**config.mk**
```make
export PLATFORM = sky130hd
export DESIGN_NAME = posit_decoder_flat
export DESIGN_NICKNAME = d
export VERILOG_FILES = /design/src/rtl/posit_decoder_if.sv /design/src/rtl/posit_decoder.sv /design/src/flat_wrapper.sv
export SDC_FILE = /design/constraint.sdc
export NUM_CORES = 1
export LEC_CHECK = 0
export BUFFER_PORTS_ARGS = -buffer_cell sky130_fd_sc_hd__clkbuf_2
export CORE_ASPECT_RATIO = 2
export CORE_MARGIN = 1
export CORE_UTILIZATION = 56
export CTS_CLUSTER_DIAMETER = 100
export CTS_CLUSTER_SIZE = 16
export DETAILED_ROUTE_END_ITERATION = 8
export GPL_ROUTABILITY_DRIVEN = 0
export HOLD_SLACK_MARGIN = 0.02
export PLACE_DENSITY = 0.79
export SETUP_SLACK_MARGIN = 0.5
export SLEW_MARGIN = 20
export SYNTH_ARGS = -nofsm -noshare
export SYNTH_HDL_FRONTEND = slang
export SYNTH_SLANG_ARGS = --single-unit
```
**constraint.sdc**
```tcl
create_clock -name clk -period 4.5 [get_ports clk]
set_clock_uncertainty 0.1 [all_clocks]
set_input_delay 0.45 -clock clk [delete_from_list [all_inputs] [get_ports clk]]
set_output_delay 0.45 -clock clk [all_outputs]
set_load 0.005 [all_outputs]
```
**src/rtl/posit_decoder_if.sv**
```systemverilog
// Request/result bundle for posit_decoder: one posit word in, decoded fields out.
interface posit_decoder_if #(
  parameter int N         = 32,
  parameter int ES        = 3,
  parameter int K_BITS    = 6,
  parameter int FRAC_BITS = N - ES - 3
);
  logic                     start;
  logic [N-1:0]             posit_in;
  logic                     sign_out;
  logic signed [K_BITS-1:0] k_out;
  logic [ES-1:0]            exp_out;
  logic [FRAC_BITS-1:0]     frac_out;
  logic                     zero_out;
  logic                     NaR;
  logic                     busy;
  logic                     done;

  modport master (
    output start, posit_in,
    input  sign_out, k_out, exp_out, frac_out, zero_out, NaR, busy, done
  );

  modport slave (
    input  start, posit_in,
    output sign_out, k_out, exp_out, frac_out, zero_out, NaR, busy, done
  );
endinterface

```
**src/rtl/posit_decoder.sv**
```systemverilog
// Sequential posit field extractor: sign, regime k, exponent, fraction, zero/NaR.
// Build option POSIT_DEC_FAST_SCAN_EN replaces the bit-serial regime scan with a one-cycle run counter.
module posit_decoder #(
  parameter int N         = 32,
  parameter int ES        = 3,
  parameter int K_BITS    = 6,
  parameter int FRAC_BITS = N - ES - 3
) (
  input  logic            clk,
  input  logic            rst,
  posit_decoder_if.slave  bus
);
  localparam int RUN_W = $clog2(N) + 1;
  localparam logic [RUN_W-1:0] RUN_MAX = RUN_W'(N - 1);

  typedef enum logic [2:0] {IDLE, LOAD, SCAN, EXTRACT, DONE} state_t;

  state_t           state;
  state_t           state_nxt;
  logic [N-1:0]     p;
  logic [N-2:0]     sr;
  logic             r0;
  logic [RUN_W-1:0] run;

  logic             is_zero;
  logic             is_nar;
  logic [N-2:0]     body;

  function automatic logic signed [K_BITS-1:0] calc_k(input logic r0_f,
                                                      input logic [RUN_W-1:0] run_f);
    int kv;
    kv = r0_f ? (int'(run_f) - 1) : -int'(run_f);
    return kv[K_BITS-1:0];
  endfunction

  assign is_zero = (p == '0);
  assign is_nar  = (p == {1'b1, {(N-1){1'b0}}});
  // Only the low N-1 bits of the magnitude are needed; they depend only on p[N-2:0].
  assign body    = p[N-1] ? (~p[N-2:0] + 1'b1) : p[N-2:0];
  assign bus.busy = (state != IDLE);

`ifdef POSIT_DEC_FAST_SCAN_EN
  logic [RUN_W-1:0] lead_cnt;
  logic             hit_term;
  logic [RUN_W-1:0] shamt;

  always_comb begin
    lead_cnt = '0;
    hit_term = 1'b0;
    for (int i = N - 2; i >= 0; i--) begin
      if (!hit_term) begin
        if (sr[i] == r0) lead_cnt = lead_cnt + 1'b1;
        else             hit_term = 1'b1;
      end
    end
  end

  assign shamt = lead_cnt + {{(RUN_W-1){1'b0}}, hit_term};
`else
  logic             scan_match;
  logic [RUN_W-1:0] run_inc;

  assign scan_match = (sr[N-2] == r0);
  assign run_inc    = run + 1'b1;
`endif

  always_comb begin
    state_nxt = state;
    case (state)
      IDLE:    if (bus.start) state_nxt = LOAD;
      LOAD:    state_nxt = (is_zero || is_nar) ? DONE : SCAN;
`ifdef POSIT_DEC_FAST_SCAN_EN
      SCAN:    state_nxt = EXTRACT;
`else
      SCAN:    if (!scan_match || (run_inc == RUN_MAX)) state_nxt = EXTRACT;
`endif
      EXTRACT: state_nxt = DONE;
      DONE:    state_nxt = IDLE;
      default: state_nxt = IDLE;
    endcase
  end

  always_ff @(posedge clk) begin
    if (rst) begin
      state        <= IDLE;
      bus.done     <= 1'b0;
      bus.sign_out <= 1'b0;
      bus.k_out    <= '0;
      bus.exp_out  <= '0;
      bus.frac_out <= '0;
      bus.zero_out <= 1'b0;
      bus.NaR      <= 1'b0;
    end else begin
      state    <= state_nxt;
      bus.done <= (state_nxt == DONE);
      case (state)
        IDLE: if (bus.start) p <= bus.posit_in;
        LOAD: begin
          if (is_zero || is_nar) begin
            bus.zero_out <= is_zero;
            bus.NaR      <= is_nar;
            bus.sign_out <= 1'b0;
            bus.k_out    <= '0;
            bus.exp_out  <= '0;
            bus.frac_out <= '0;
          end else begin
            bus.sign_out <= p[N-1];
            bus.zero_out <= 1'b0;
            bus.NaR      <= 1'b0;
            sr           <= body;
            r0           <= body[N-2];
            run          <= '0;
          end
        end
`ifdef POSIT_DEC_FAST_SCAN_EN
        SCAN: begin
          run <= lead_cnt;
          sr  <= sr << shamt;
        end
`else
        SCAN: begin
          if (scan_match) run <= run_inc;
          sr <= sr << 1;
        end
`endif
        EXTRACT: begin
          bus.k_out    <= calc_k(r0, run);
          bus.exp_out  <= sr[N-2 -: ES];
          bus.frac_out <= sr[N-2-ES -: FRAC_BITS];
        end
        default: ;
      endcase
    end
  end
endmodule

```
**src/flat_wrapper.sv**
```systemverilog
// flat-port wrapper written by rule: the top's interface ports become plain ports
module posit_decoder_flat 
#(
  parameter int N         = 32,
  parameter int ES        = 3,
  parameter int K_BITS    = 6,
  parameter int FRAC_BITS = N - ES - 3
)
  (clk, rst, bus_start, bus_posit_in, bus_sign_out, bus_k_out, bus_exp_out, bus_frac_out, bus_zero_out, bus_NaR, bus_busy, bus_done);
  posit_decoder_if #(.N(N), .ES(ES), .K_BITS(K_BITS), .FRAC_BITS(FRAC_BITS)) bus_i ();
  input  logic clk;
  input  logic rst;
  input wire logic [$bits(bus_i.start)-1:0] bus_start;
  input wire logic [$bits(bus_i.posit_in)-1:0] bus_posit_in;
  output wire logic [$bits(bus_i.sign_out)-1:0] bus_sign_out;
  output wire logic [$bits(bus_i.k_out)-1:0] bus_k_out;
  output wire logic [$bits(bus_i.exp_out)-1:0] bus_exp_out;
  output wire logic [$bits(bus_i.frac_out)-1:0] bus_frac_out;
  output wire logic [$bits(bus_i.zero_out)-1:0] bus_zero_out;
  output wire logic [$bits(bus_i.NaR)-1:0] bus_NaR;
  output wire logic [$bits(bus_i.busy)-1:0] bus_busy;
  output wire logic [$bits(bus_i.done)-1:0] bus_done;
  assign bus_i.start = bus_start;
  assign bus_i.posit_in = bus_posit_in;
  assign bus_sign_out = bus_i.sign_out;
  assign bus_k_out = bus_i.k_out;
  assign bus_exp_out = bus_i.exp_out;
  assign bus_frac_out = bus_i.frac_out;
  assign bus_zero_out = bus_i.zero_out;
  assign bus_NaR = bus_i.NaR;
  assign bus_busy = bus_i.busy;
  assign bus_done = bus_i.done;
  posit_decoder #(.N(N), .ES(ES), .K_BITS(K_BITS), .FRAC_BITS(FRAC_BITS)) u_core (.clk(clk), .rst(rst), .bus(bus_i));
endmodule
```
==> qor.log <==
qor: run_status.run_status complete, no violations
qor: sta.setup_tns 0 ns
qor: floorplanning.num_io_pins 75
qor: place.dpl.cell_count 549
qor: grt.pin_count_of_the_biggest_net_entering_global_routing 37
qor: layout.nets 501
qor: drt.detail_route.iter0.violations 228
qor: floorplanning.core.rowCount 47
qor: layout.instances_no_fill 565
qor: floorplanning.die_height 132 um
qor: power.power.clock.fraction 0.359
qor: yosys.synth-edff-count 70
qor: place.port_buffers 74
qor: sta.timing_hold_violations_final 0
qor: layout.area_growth_syn_to_layout 16.6%
qor: drt.drt-pass1-iter-count 4
qor: cts.holdBufCountCts 0
qor: critical_path.cp-end-kind register
qor: critical_path.critPathLaunchType register
qor: floorplanning.die-area 8830 um2
qor: cts.clk_pin_slew 0.07 ns
qor: yosys.avgSynthCellArea 12.1 um2
qor: drt.vias 3243
qor: sta.setup_violations 0
qor: critical_path.critical_path.max_fanout 24
qor: yosys.synthArstFlopShare 0
qor: layout.finish.instance_area 5510 um2
qor: cts.ctsResizeCount 0
qor: sta.hold_ws 0.181 ns
qor: cts.cts_tree built
qor: power.p_int 1670 uW
qor: yosys.synthesized_cell_area 4720 um2
qor: sta.rsz_0062_raised_after_global_routing no
qor: power.vdd_drop_max 335 uV
qor: worst_hold_path.worstHoldPathType input port to register
qor: floorplanning.initial_core_util 0.574
qor: sta.slew_headroom 0.371
qor: place.placed_area 5210 um2
qor: drt.drtAntennaViolNets 0
qor: yosys.ys_seq_area_frac 0.623
qor: cts.cts_buffers 9
qor: yosys.synthFlopType sky130_fd_sc_hd__edfxtp_1
qor: grt.antenna_found_initial 0
qor: power.post-layout-total-power 2180 uW
qor: layout.antenna-diode-count 0
qor: critical_path.worstPathRequired 4.63 ns
qor: critical_path.worst_ep_arrival_time 3.34 ns
qor: layout.multi_input_area 1700 um2
qor: grt.via_count_of_the_first_global_routing_pass 3127
qor: layout.final_layout_size_suffix_gt1_frac 0.223
qor: flow_run.max_cap_viol_count 0
qor: power.reported_leakage_power 0.00207 uW
qor: cts.cts.path.max_buffers 2
qor: cts.cts.sinks 112
qor: sta.max_freq 312 MHz
qor: power.combPwrFrac 0.089
qor: yosys.ys_types 42
qor: sta.worst_slew_pin_slew 0.944 ns
qor: floorplanning.core_footprint 8230 um2
qor: grt.remaining_global_route_overflow 0
qor: cts.clock_tree.root_cell sky130_fd_sc_hd__clkbuf_16
qor: cts.clk-insertion-delay-late 0.34 ns
qor: critical_path.timing_worst_setup_path_type register to register
qor: place.dp_hpwl 6910 um
qor: cts.cts.repair_timing.setup_buffer_count 0
qor: drt.drt-total-wl 9240 um
qor: layout.footprint_of_the_flip_flops_and_latches 2940 um2
qor: drt.drc 0
qor: sta.maxSlewViolCount 0
qor: power.power-per-cell-area 395 nW/um2
qor: floorplanning.horiz_die_dim 67.0 um
qor: yosys.yosys_register_bits 112
qor: grt.grt_usage 0.229
qor: cts.clock_tree.htree_level_count 3
qor: yosys.syn_inst_count 392
qor: sta.period_minus_ws_final 3.21 ns
qor: grt.wire_length_of_the_first_global_routing_pass 14900 um
qor: power.power.switching_fraction 0.233
qor: drt.wl_per_cell 16.4 um
qor: yosys.syn-num-nets 431
qor: sta.finalCritPeriodShare 0.713
qor: layout.fillCellCount 655
qor: drt.vias_per_cell 5.74
qor: yosys.synth_warnings 0
qor: power.power.switching 507 uW
qor: power.seq_power_share 0.552
[cell usage after synthesis (9+ instances only)]
master | instances | area share
sky130_fd_sc_hd__nand3_1 | 9 | 0.0095
sky130_fd_sc_hd__edfxtp_1 | 70 | 0.44
sky130_fd_sc_hd__nand2_1 | 30 | 0.024
sky130_fd_sc_hd__nor3_1 | 9 | 0.0095
sky130_fd_sc_hd__or3_1 | 9 | 0.012
sky130_fd_sc_hd__dfxtp_1 | 42 | 0.18
sky130_fd_sc_hd__clkbuf_1 | 14 | 0.011
sky130_fd_sc_hd__a22o_1 | 35 | 0.065
sky130_fd_sc_hd__o41ai_1 | 9 | 0.017
sky130_fd_sc_hd__xor2_1 | 22 | 0.041
sky130_fd_sc_hd__nor2_1 | 27 | 0.021
sky130_fd_sc_hd__o21ai_0 | 31 | 0.033
sky130_fd_sc_hd__a21oi_1 | 14 | 0.015
sky130_fd_sc_hd__xnor2_1 | 22 | 0.041
[cells by family (layout without fill, tap and decap cells)]
group                    Yosys count  after routing  share of synthesized area
adder cells (fa/ha/maj)            4              4                     0.0106
AND/OR/NAND/NOR                  102            102                      0.107
flip-flops                       112            112                      0.623
AO/OA/AOI/OAI                    101            101                      0.148
buffers and inverters             26            101                     0.0230
multiplexers                       3              3                    0.00689
XOR/XNOR                          44             44                     0.0816
[cell usage in the layout, fill, tap and decap left out, types with 2 or more instances in the layout]
cell type                   netlist  final
sky130_fd_sc_hd__nand3_1          9      9
sky130_fd_sc_hd__or3_1            9      9
sky130_fd_sc_hd__xnor2_1         22     22
sky130_fd_sc_hd__clkbuf_2         0     74
sky130_fd_sc_hd__edfxtp_1        70     70
sky130_fd_sc_hd__inv_1            5      5
sky130_fd_sc_hd__mux2_2           2      2
sky130_fd_sc_hd__a21oi_1         14     14
sky130_fd_sc_hd__o41ai_1          9      9
sky130_fd_sc_hd__o31ai_1          3      3
sky130_fd_sc_hd__o21ai_0         31     31
sky130_fd_sc_hd__ha_1             4      4
sky130_fd_sc_hd__nand2b_1         2      2
sky130_fd_sc_hd__a211oi_1         3      2
sky130_fd_sc_hd__clkbuf_16        0     10
sky130_fd_sc_hd__xor2_1          22     22
sky130_fd_sc_hd__nand2_1         30     30
sky130_fd_sc_hd__nor3_1           9      8
sky130_fd_sc_hd__a22o_1          35     35
sky130_fd_sc_hd__or4_1            3      3
sky130_fd_sc_hd__nor2_1          27     26
sky130_fd_sc_hd__inv_6            0      2
sky130_fd_sc_hd__nor4_1           3      3
sky130_fd_sc_hd__buf_4            0      5
sky130_fd_sc_hd__dfxtp_1         42     42
[worst max-delay path, stage by stage, from the launching register on]
cell and delay, ns:
sky130_fd_sc_hd__edfxtp_1 0.38, sky130_fd_sc_hd__inv_1 0.10, sky130_fd_sc_hd__ha_1 0.18, sky130_fd_sc_hd__or4b_1 0.56
sky130_fd_sc_hd__or4_1 0.64, sky130_fd_sc_hd__nor4_4 0.54, sky130_fd_sc_hd__nor3_4 0.17, sky130_fd_sc_hd__buf_8 0.20
sky130_fd_sc_hd__a22o_1 0.23
[sequential cells by signal, summed over array words and instances, names as in the netlist]
register / count
u_core.bus.zero_out: 1
u_core.bus.sign_out: 1
u_core.bus.done: 1
u_core.bus.exp_out: 3
u_core.r0: 1
u_core.bus.NaR: 1
u_core.sr: 31
u_core.bus.frac_out: 26
u_core.run: 6
u_core.bus.k_out: 6
u_core.state: 3
u_core.p: 32
[final timing paths]
check | from | endpoint | slack, ns | depth (start not counted)
max reg2reg | u_core.p[0]$_DFFE_PP_ | u_core.bus.k_out[0]$_SDFFE_PP0P_ | 1.29 | 8
min | bus_posit_in[30] | u_core.p[30]$_DFFE_PP_ | 0.18 | 1
min reg2reg | u_core.bus.frac_out[7]$_SDFFE_PP0P_ | u_core.bus.frac_out[7]$_SDFFE_PP0P_ | 0.38 | 1
max | u_core.p[0]$_DFFE_PP_ | u_core.bus.k_out[0]$_SDFFE_PP0P_ | 1.29 | 8
[layer usage]
layer / share of wire / vias up / track usage
met5: 0 / - / 0
met2: 0.57 / 90 / 0.412
met3: 0.035 / 19 / 0.0407
met4: 0.031 / 0 / 0.115
li1: - / 1596 / -
met1: 0.36 / 1538 / 0.242
[final cells by class]
type / count / area share
Clock buffer: 12 / 0.0486
Clock inverter: 4 / 0.00591
Inverter: 5 / 0.00341
Multi-Input combinational cell: 254 / 0.309
Sequential cell: 112 / 0.534
Tap cell: 98 / 0.0223
Timing Repair Buffer: 80 / 0.0768
[power groups by stage]
stage | Sequential (uW) | Clock [uW] | Combinational [uW]
after floorplan | 1210 | 0 | 137
after global placement | 1220 | 0 | 186
after detailed placement | 1230 | 0 | 194
after CTS | 1200 | 798 | 196
after global routing | 1210 | 836 | 216
final | 1200 | 781 | 194
[stage by stage]
step,setup slack (ns),utilization
floorplan,1.47,-
global placement,1.44,0.631
detailed placement,1.28,0.632
CTS,1.27,0.669
global route,1.11,0.669
finish,1.29,0.669
(Power assumes the default switching activity.)
